==> config.mk <==
export PLATFORM = sky130hd
export DESIGN_NAME = inventory_tracker
export DESIGN_NICKNAME = d
export VERILOG_FILES = /design/src/rtl/hft_pkg.sv /design/src/rtl/inv_normaliser.sv /design/src/rtl/inventory_tracker.sv
export SDC_FILE = /design/constraint.sdc
export NUM_CORES = 2
export LEC_CHECK = 0
export BUFFER_PORTS_ARGS = -buffer_cell sky130_fd_sc_hd__buf_4
export CELL_PAD_IN_SITES_DETAIL_PLACEMENT = 2
export CELL_PAD_IN_SITES_GLOBAL_PLACEMENT = 2
export CORE_ASPECT_RATIO = 1.25
export CORE_MARGIN = 2
export CORE_UTILIZATION = 37
export CTS_CLUSTER_DIAMETER = 80
export DETAILED_ROUTE_END_ITERATION = 12
export PLACE_DENSITY_LB_ADDON = 0.08
export SYNTH_ARGS = -nofsm -noshare
export SYNTH_HDL_FRONTEND = slang
export SYNTH_HIERARCHICAL = 1
export SYNTH_SLANG_ARGS = --single-unit
==> constraint.sdc <==
create_clock -name i_clk -period 8.05 [get_ports i_clk]
set_clock_uncertainty 0.2 [all_clocks]
set_input_delay 0.805 -clock i_clk [delete_from_list [all_inputs] [get_ports i_clk]]
set_output_delay 0.805 -clock i_clk [all_outputs]
set_load 0.005 [all_outputs]
==> src/rtl/hft_pkg.sv <==
// hft_pkg: shared types and helpers for the market-making pipeline.
//   inv_limit_e : inventory limit FSM states.
//   inv_recip() : floor(2^frac_bits / max_pos), the normalising multiplier.
//   sat_s()     : clamp a signed 128-bit value into a w-bit signed range.
package hft_pkg;

    typedef enum logic [1:0] {
        NORMAL      = 2'd0,
        LONG_LIMIT  = 2'd1,
        SHORT_LIMIT = 2'd2
    } inv_limit_e;

    // Fixed-point reciprocal, so normalisation is a multiply instead of a divide.
    function automatic logic [63:0] inv_recip(input int frac_bits, input int max_pos);
        return (64'd1 << frac_bits) / 64'(max_pos);
    endfunction

    // Callers cast the result down to w bits; the 128-bit carrier keeps the
    // helper usable for any width up to 128.
    function automatic logic signed [127:0] sat_s(input logic signed [127:0] x, input int w);
        logic signed [127:0] hi;
        logic signed [127:0] lo;
        hi = (128'sd1 <<< (w - 1)) - 128'sd1;
        lo = -hi - 128'sd1;
        if (x > hi) return hi;
        if (x < lo) return lo;
        return x;
    endfunction

endpackage

==> src/rtl/inv_normaliser.sv <==
// inv_normaliser: registered signed multiply by an unsigned constant, with
// saturation to OUT_W signed bits. Updates only when i_valid is high.
//   i_clk, i_rst : clock, async active-high reset
//   i_valid      : load a new product this edge
//   i_value      : signed operand (IN_W)
//   o_value      : saturated product (OUT_W), held between updates
//   o_valid      : one-cycle pulse when o_value updated
import hft_pkg::*;

module inv_normaliser #(
    parameter int          IN_W   = 48,
    parameter int          OUT_W  = 64,
    parameter int          COEF_W = 64,
    parameter logic [COEF_W-1:0] COEF = '1
) (
    input  logic                    i_clk,
    input  logic                    i_rst,
    input  logic                    i_valid,
    input  logic signed [IN_W-1:0]  i_value,
    output logic signed [OUT_W-1:0] o_value,
    output logic                    o_valid
);
    // Coefficient is zero-extended by one bit so it multiplies as positive.
    localparam int PROD_W = IN_W + COEF_W + 1;

    logic signed [PROD_W-1:0] prod_w;
    logic signed [OUT_W-1:0]  sat_w;
    logic signed [OUT_W-1:0]  value_q;
    logic                     valid_q;

    assign prod_w = PROD_W'(i_value) * PROD_W'($signed({1'b0, COEF}));
    assign sat_w  = OUT_W'(sat_s(128'(prod_w), OUT_W));

    always_ff @(posedge i_clk or posedge i_rst) begin
        if (i_rst) begin
            value_q <= '0;
            valid_q <= 1'b0;
        end else begin
            valid_q <= i_valid;
            if (i_valid) value_q <= sat_w;
        end
    end

    assign o_value = value_q;
    assign o_valid = valid_q;

endmodule

==> src/rtl/inventory_tracker.sv <==
// inventory_tracker: nets bid/ask fills into a signed position and publishes
// it as a fixed-point inventory state (position * 2^FRAC_BITS / MAX_POS).
// Build option: define INV_LIMIT_EN to clamp the position at +/-MAX_POS and
// build the hysteretic long/short limit flags; otherwise the flags are 0 and
// the position saturates only at the POS_W signed range.
//   i_clk, i_rst                  : clock, async active-high reset
//   i_bid_fill_valid/_qty         : we bought qty this cycle
//   i_ask_fill_valid/_qty         : we sold qty this cycle
//   i_clear                       : synchronous position clear
//   o_position                    : signed net position (2 edges after fill)
//   inventory_state, o_inv_valid  : normalised position + update pulse (3 edges)
//   o_long_limit, o_short_limit   : limit flags (registered)
import hft_pkg::*;

module inventory_tracker #(
    parameter int QTY_W      = 32,
    parameter int POS_W      = 48,
    parameter int FRAC_BITS  = 34,
    parameter int MAX_POS    = 1000,
    parameter int LIMIT_HYST = 50
) (
    input  logic                    i_clk,
    input  logic                    i_rst,
    input  logic                    i_bid_fill_valid,
    input  logic [QTY_W-1:0]        i_bid_fill_qty,
    input  logic                    i_ask_fill_valid,
    input  logic [QTY_W-1:0]        i_ask_fill_qty,
    input  logic                    i_clear,
    output logic signed [POS_W-1:0] o_position,
    output logic signed [63:0]      inventory_state,
    output logic                    o_inv_valid,
    output logic                    o_long_limit,
    output logic                    o_short_limit
);
    localparam logic [63:0] RECIP = inv_recip(FRAC_BITS, MAX_POS);

    if (LIMIT_HYST < 0 || LIMIT_HYST >= MAX_POS || QTY_W >= POS_W ||
        POS_W + 65 > 128 || FRAC_BITS > 62) begin : g_bad_cfg
        $error("inventory_tracker: unsupported parameter set");
    end

    // ---- stage 0: net the two sides into one signed delta
    logic [QTY_W:0]          bid_ext, ask_ext;
    logic signed [QTY_W:0]   delta_q;
    logic                    dvld_q;

    assign bid_ext = i_bid_fill_valid ? {1'b0, i_bid_fill_qty} : '0;
    assign ask_ext = i_ask_fill_valid ? {1'b0, i_ask_fill_qty} : '0;

    always_ff @(posedge i_clk or posedge i_rst) begin
        if (i_rst) begin
            delta_q <= '0;
            dvld_q  <= 1'b0;
        end else begin
            delta_q <= $signed(bid_ext - ask_ext);
            dvld_q  <= ~i_clear & (i_bid_fill_valid | i_ask_fill_valid);
        end
    end

    // ---- stage 1: accumulate
    logic signed [POS_W:0]   sum_w;
    logic signed [POS_W-1:0] pos_upd, pos_d, position_q;
    logic                    pvld_q;

    assign sum_w = (POS_W+1)'(position_q) + (POS_W+1)'(delta_q);

`ifdef INV_LIMIT_EN
    localparam logic signed [POS_W:0]   CLAMP_HI = (POS_W+1)'(MAX_POS);
    localparam logic signed [POS_W:0]   CLAMP_LO = -CLAMP_HI;
    localparam logic signed [POS_W-1:0] LIM_HI   = POS_W'(MAX_POS);
    localparam logic signed [POS_W-1:0] LIM_LO   = -LIM_HI;
    localparam logic signed [POS_W-1:0] REL_HI   = POS_W'(MAX_POS - LIMIT_HYST);
    localparam logic signed [POS_W-1:0] REL_LO   = -REL_HI;

    assign pos_upd = POS_W'((sum_w > CLAMP_HI) ? CLAMP_HI :
                            (sum_w < CLAMP_LO) ? CLAMP_LO : sum_w);
`else
    assign pos_upd = POS_W'(sat_s(128'(sum_w), POS_W));
`endif

    // Clear wins over any delta already in flight.
    assign pos_d = i_clear ? '0 : (dvld_q ? pos_upd : position_q);

    always_ff @(posedge i_clk or posedge i_rst) begin
        if (i_rst) begin
            position_q <= '0;
            pvld_q     <= 1'b0;
        end else begin
            position_q <= pos_d;
            pvld_q     <= i_clear | dvld_q;  // clear also republishes a zero state
        end
    end

    assign o_position = position_q;

`ifdef INV_LIMIT_EN
    // ---- limit FSM, evaluated on the position being written this edge
    inv_limit_e state_q;
    logic       long_q, short_q;

    always_ff @(posedge i_clk or posedge i_rst) begin
        if (i_rst || i_clear) begin
            state_q <= NORMAL;
            long_q  <= 1'b0;
            short_q <= 1'b0;
        end else begin
            case (state_q)
                NORMAL: begin
                    if (pos_d >= LIM_HI) begin
                        state_q <= LONG_LIMIT;
                        long_q  <= 1'b1;
                    end else if (pos_d <= LIM_LO) begin
                        state_q <= SHORT_LIMIT;
                        short_q <= 1'b1;
                    end
                end
                LONG_LIMIT: begin
                    if (pos_d <= REL_HI) begin
                        state_q <= NORMAL;
                        long_q  <= 1'b0;
                    end
                end
                SHORT_LIMIT: begin
                    if (pos_d >= REL_LO) begin
                        state_q <= NORMAL;
                        short_q <= 1'b0;
                    end
                end
                default: begin
                    state_q <= NORMAL;
                    long_q  <= 1'b0;
                    short_q <= 1'b0;
                end
            endcase
        end
    end

    assign o_long_limit  = long_q;
    assign o_short_limit = short_q;
`else
    assign o_long_limit  = 1'b0;
    assign o_short_limit = 1'b0;
`endif

    // ---- stage 2: normalise
    inv_normaliser #(
        .IN_W   (POS_W),
        .OUT_W  (64),
        .COEF_W (64),
        .COEF   (RECIP)
    ) u_norm (
        .i_clk   (i_clk),
        .i_rst   (i_rst),
        .i_valid (pvld_q),
        .i_value (position_q),
        .o_value (inventory_state),
        .o_valid (o_inv_valid)
    );

endmodule

### After elaboration in Yosys (flattened, before gate mapping)

Cells that the tools add are included.

| word-level totals | value |
|---|---|
| input port bits | 69 |
| word-level logic and storage cells | 36 |
| flip-flop bits (word level) | 148 |

| operators by class | value |
|---|---|
| muxes and demuxes | 18 |
| bitwise logic cells | 4 |
| reductions and logical operators | 1 |
| order comparisons | 4 |
| add/sub/neg operators | 2 |
| $mul | 1 |

Operators by type and width:

| cell | count |
|---|---|
| 48-bit two-way mux | 6 |
| 64-bit two-way mux | 4 |
| 74-bit by 64-bit > comparator with 1-bit output, second input constant | 1 |
| 74-bit by 64-bit < comparator with 1-bit output, second input constant | 1 |
| 48-bit by 26-bit multiplier with 74-bit output, second input constant | 1 |
| 32-bit two-way mux | 2 |
| 48-bit by 33-bit adder with 49-bit output | 1 |
| 49-bit by 48-bit > comparator with 1-bit output, second input constant | 1 |
| 49-bit by 48-bit < comparator with 1-bit output, second input constant | 1 |
| 32-bit by 32-bit subtractor with 33-bit output | 1 |
| 1-bit two-way mux | 6 |
| 1-bit OR | 2 |
| 2-bit nonzero test | 1 |
| 1-bit bitwise AND | 1 |
| 1-bit NOT | 1 |

### Logic depth before layout (Yosys ltp)

| logic depth | value |
|---|---|
| depth after elaboration | 8 |
| gate-level depth with buffers | 28 |
| gate-level depth less buffers | 26 |

### Modules after synthesis

Netlist, hierarchy kept.

Modules (own cells, without submodules):

| module | seq. area each (um^2) | area each (um^2) | instances | cells an instance |
|---|---|---|---|---|
| inv_normaliser | 1626.6 | 23886.7 | 1 | 2557 |
| inventory_tracker | 2077.0 | 7591.0 | 1 | 853 |

### Worst setup path before layout

Ideal clock, no wire load.

| timing path | value |
|---|---|
| path kind | flip-flop to flip-flop |
| from | register position_q[47] (netlist: o_position[47]) |
| to | register u_norm.value_q[11] (netlist: u_norm/o_value[11]) |
| clock period less this slack | 8.304 ns |
| stages on the path, launching flop included | 26 |
| required time | 7.703 ns |
| slack | -0.254 ns |
| buffers on the path | 4 |
| data arrival time | 7.957 ns |
| cells stage by stage | dfrtp_1 > clkbuf_1 > buf_1 > xor2_1 > fa_1 > inv_1 > ha_1 > fa_1 > fa_1 > fa_1 > inv_1 > fa_1 > inv_1 > ha_1 > buf_2 > nand4_1 > or3_1 > a31oi_1 > and3b_1 > a211oi_1 > nor4b_1 > or3_1 > or4_4 > o41ai_4 > buf_6 > o22ai_2 |

| on the way | value |
|---|---|
| longest elaborated chain between the ends | 6 |

Ends and longest elaborated chain:

| item | RTL line | RTL |
|---|---|---|
| from (decl) | inventory_tracker.sv:62 | `logic signed [POS_W-1:0] pos_upd, pos_d, position_q;` |
| from (signal assigned) | inventory_tracker.sv:89 | `position_q <= pos_d;` |
| 48-bit by 26-bit multiplier with 74-bit output (*) | inv_normaliser.sv:31 | `assign prod_w = PROD_W'(i_value) * PROD_W'($signed({1'b0, COEF}));` |
| 74-bit by 64-bit < comparator with 1-bit output | hft_pkg.sv:26 | `if (x < lo) return lo;` |
| 1-bit two-way mux (2 in a row) | hft_pkg.sv:26 |  |
| 64-bit two-way mux | hft_pkg.sv:27 | `return x;` |
| 64-bit two-way mux (*) | hft_pkg.sv:26 |  |
| to (signal assigned) | inv_normaliser.sv:40 | `if (i_valid) value_q <= sat_w;` |
| to (decl) | inv_normaliser.sv:28 | `logic signed [OUT_W-1:0] value_q;` |

Mark *: on every way between the ends. The rest lies on a longest branch, timed or not. The select of a mux whose other input is x is not followed.
A chain may end at the register's enable or synchronous reset.

### Final worst setup path

| timing path | value |
|---|---|
| from | register position_q[23] (netlist: o_position[23]) |
| to | register u_norm.value_q[45] (netlist: u_norm/o_value[45]) |

The elaborated chain is that of the path after synthesis.

==> metrics.txt <==
most frequent cells in the layout=inv_1, ha_1, fa_1; Worst R2R Setup Slack=0.04 ns; complex-gate fraction of the synthesized area=16.7%; Slowest-stage cell, CP=fa_1; clock-pin slew of the registers on the worst-case setup and hold paths=0.08 ns; die width=265 µm; vias in the first global route=30400; crit path DAT=8.16 ns; post-synthesis register bit count=148; kind of critical path=reg -> reg; placer congestion estimate=0.935; top_reg_cell synth=dfrtp_1; final net count=4700; mux cell area share after synthesis=0.258%; GRT Resource Usage Total=26.3%; worst endpoint required time=8.21 ns; Via density=5.35; XOR/XNOR share of the synthesized area=4.61%; post-synthesis instance total=3410; Final min period=8.01 ns; max cap viols=0; first-pass GRT wire length=177000 µm; GRT Residual Overflow=0; final setup violation count=0; Worst-Margin Slew=1.14 ns; Die Ht=330 µm; commonest non-fill, non-tap cell in the layout=inv_1; Port Buffer Count=181; Buf/Inv on CP=7; initial antenna violation count=0; fraction of the mapped netlist area in simple logic gates=9.26%; area grow syn2layout=14.2%; R2R Path Start=o_position[23]$_DFFE_PP0P_; status=finished clean; routed wire length=114000 µm; largest net degree at the start of global routing=96; drt drc=0; slew margin rel.=23.9%; Peak Freq=125 MHz; main combinational cell family by area after synthesis=adder cells; Worst Reg2Reg Path Length in Cells=25; Critical R2R Capture=u_norm/o_value[45]$_DFFE_PP0P_; initial DRC count=1059; worst hold path class=in -> async; Core Footprint=84300 µm²; cell mode on critical path=fa_1; Detail Route Antenna Nets=0; crit path max fanout=16; period utilization=99.5%; gr busiest metal=met2; post-synthesis cell area=31500 µm²; CTS Buffer Depth=2; Synth Area in Adders=46.7%; CP peak stage delay=0.55 ns; Ys Warns=6; Fin Setup TNS=0 ns; Async S/R FF share, synth=100%; Slew Viols, Final=0; Netlist cell types=95; Ant. Diodes=0; mean post-synth cell area=9.23 µm²; RSZ-0062 raised after global routing=yes; Ports=184; site row count=119; layout cells sized above 1=15.7%; final hold viol count=0; post-synthesis sequential area ratio=11.8%; number of flops mapped to enable cells by yosys=0; Post-DP HPWL=100000 µm; GR Util met1=31.6%; Initial Util=37.4%; Num CTS Buffers=17; die area=87400 µm²; clock latency on the worst-skew pair=0.50 ns; root buffer cell=clkbuf_16; DR WL/cell=23.7 µm; CP delay by family, top=adder cells; Startpoint Class=register; Via Count=25700; GR Layer Usage met3=1.83%; met2 usage in global routing=49.4%; H-tree depth=4; CTS tree=built; drt pass-1 iters=5; CP Capture Type=register; CTS sink cnt=148
==> per-stage QoR <==
step | area [µm²] | util (%) | setup slack [ns] | std cells | hold slack [ns]
after floorplan | 31500 | - | 0.0874 | 3411 | 0.259
after detailed placement | 35200 | 41.8 | -0.152 | 4771 | 0.329
after global routing | 36000 | 42.7 | -0.211 | 4808 | 0.242
after global placement | 35200 | 41.8 | -0.0232 | 4771 | 0.313
final | 36000 | 42.7 | 0.0443 | 4808 | 0.194
after CTS | 35800 | 42.5 | 0.00208 | 4805 | 0.203
==> cell usage after synthesis (35+ instances only) <==
master	count	area share (%)
o21ai_0	142	2.3
clkbuf_1	69	0.82
dfrtp_1	148	12
ha_1	509	20
xor2_1	65	1.8
fa_1	416	26
xnor2_1	99	2.8
nand4_1	53	1.1
a221o_1	46	1.5
a21oi_1	176	2.8
nor2_1	171	2.0
inv_1	716	8.5
o22ai_2	60	2.4
nand2_1	169	2.0
and2_1	48	0.95
nor3_1	35	0.56
a21o_1	61	1.5
==> worst max-delay path by stage <==
stage	to	start	cells past startpoint
after floorplan	u_norm/o_value[11]$_DFFE_PP0P_	o_position[47]$_DFFE_PP0P_	25
after global placement	u_norm/o_value[34]$_DFFE_PP0P_	o_position[19]$_DFFE_PP0P_	25
after detailed placement	u_norm/o_value[44]$_DFFE_PP0P_	o_position[19]$_DFFE_PP0P_	25
after CTS	u_norm/o_value[60]$_DFFE_PP0P_	o_position[23]$_DFFE_PP0P_	25
after global routing	u_norm/o_value[60]$_DFFE_PP0P_	o_position[41]$_DFFE_PP0P_	28
final	u_norm/o_value[45]$_DFFE_PP0P_	o_position[23]$_DFFE_PP0P_	25
==> state kept, by name, summed over array words and instances (netlist names) <==
signal          flops
delta_q            33
dvld_q              1
o_position         48
pvld_q              1
u_norm/o_valid      1
u_norm/o_value     64
==> logic make-up after synthesis <==
family | Yosys count
xor+xnor | 165
simple gates | 604
fa+ha+maj | 925
flops | 148
compound gates | 723
mux | 8
buf+inv | 836
other cells | 1
==> timing repair <==
action                     4_1_cts  5_1_grt
gates resized for setup         14       35
setup endpoints to repair       61       63
hold buffers                     0        0
buffers inserted                 2        3
pin swaps                        1        0
==> layout make-up <==
class	instances	area, µm²
tap	1089	1360
inverter	716	2690
fill	9244	48300
timing repair buffer	396	3020
multi-input combinational	2427	24600
sequential	148	3740
clock buffer	19	443
clock inverter	13	145
==> layer usage <==
| layer | wire [µm] | up-vias |
|---|---|---|
| met2 | 59700 | 358 |
| li1 | - | 11900 |
| met3 | 1970 | 132 |
| met4 | 3680 | 0 |
| met1 | 48400 | 13400 |
| met5 | 0 | - |
Power is left out: the tool's default activity adds up to more than one toggle a clock period on the data nets, which glitch-free logic cannot reach.
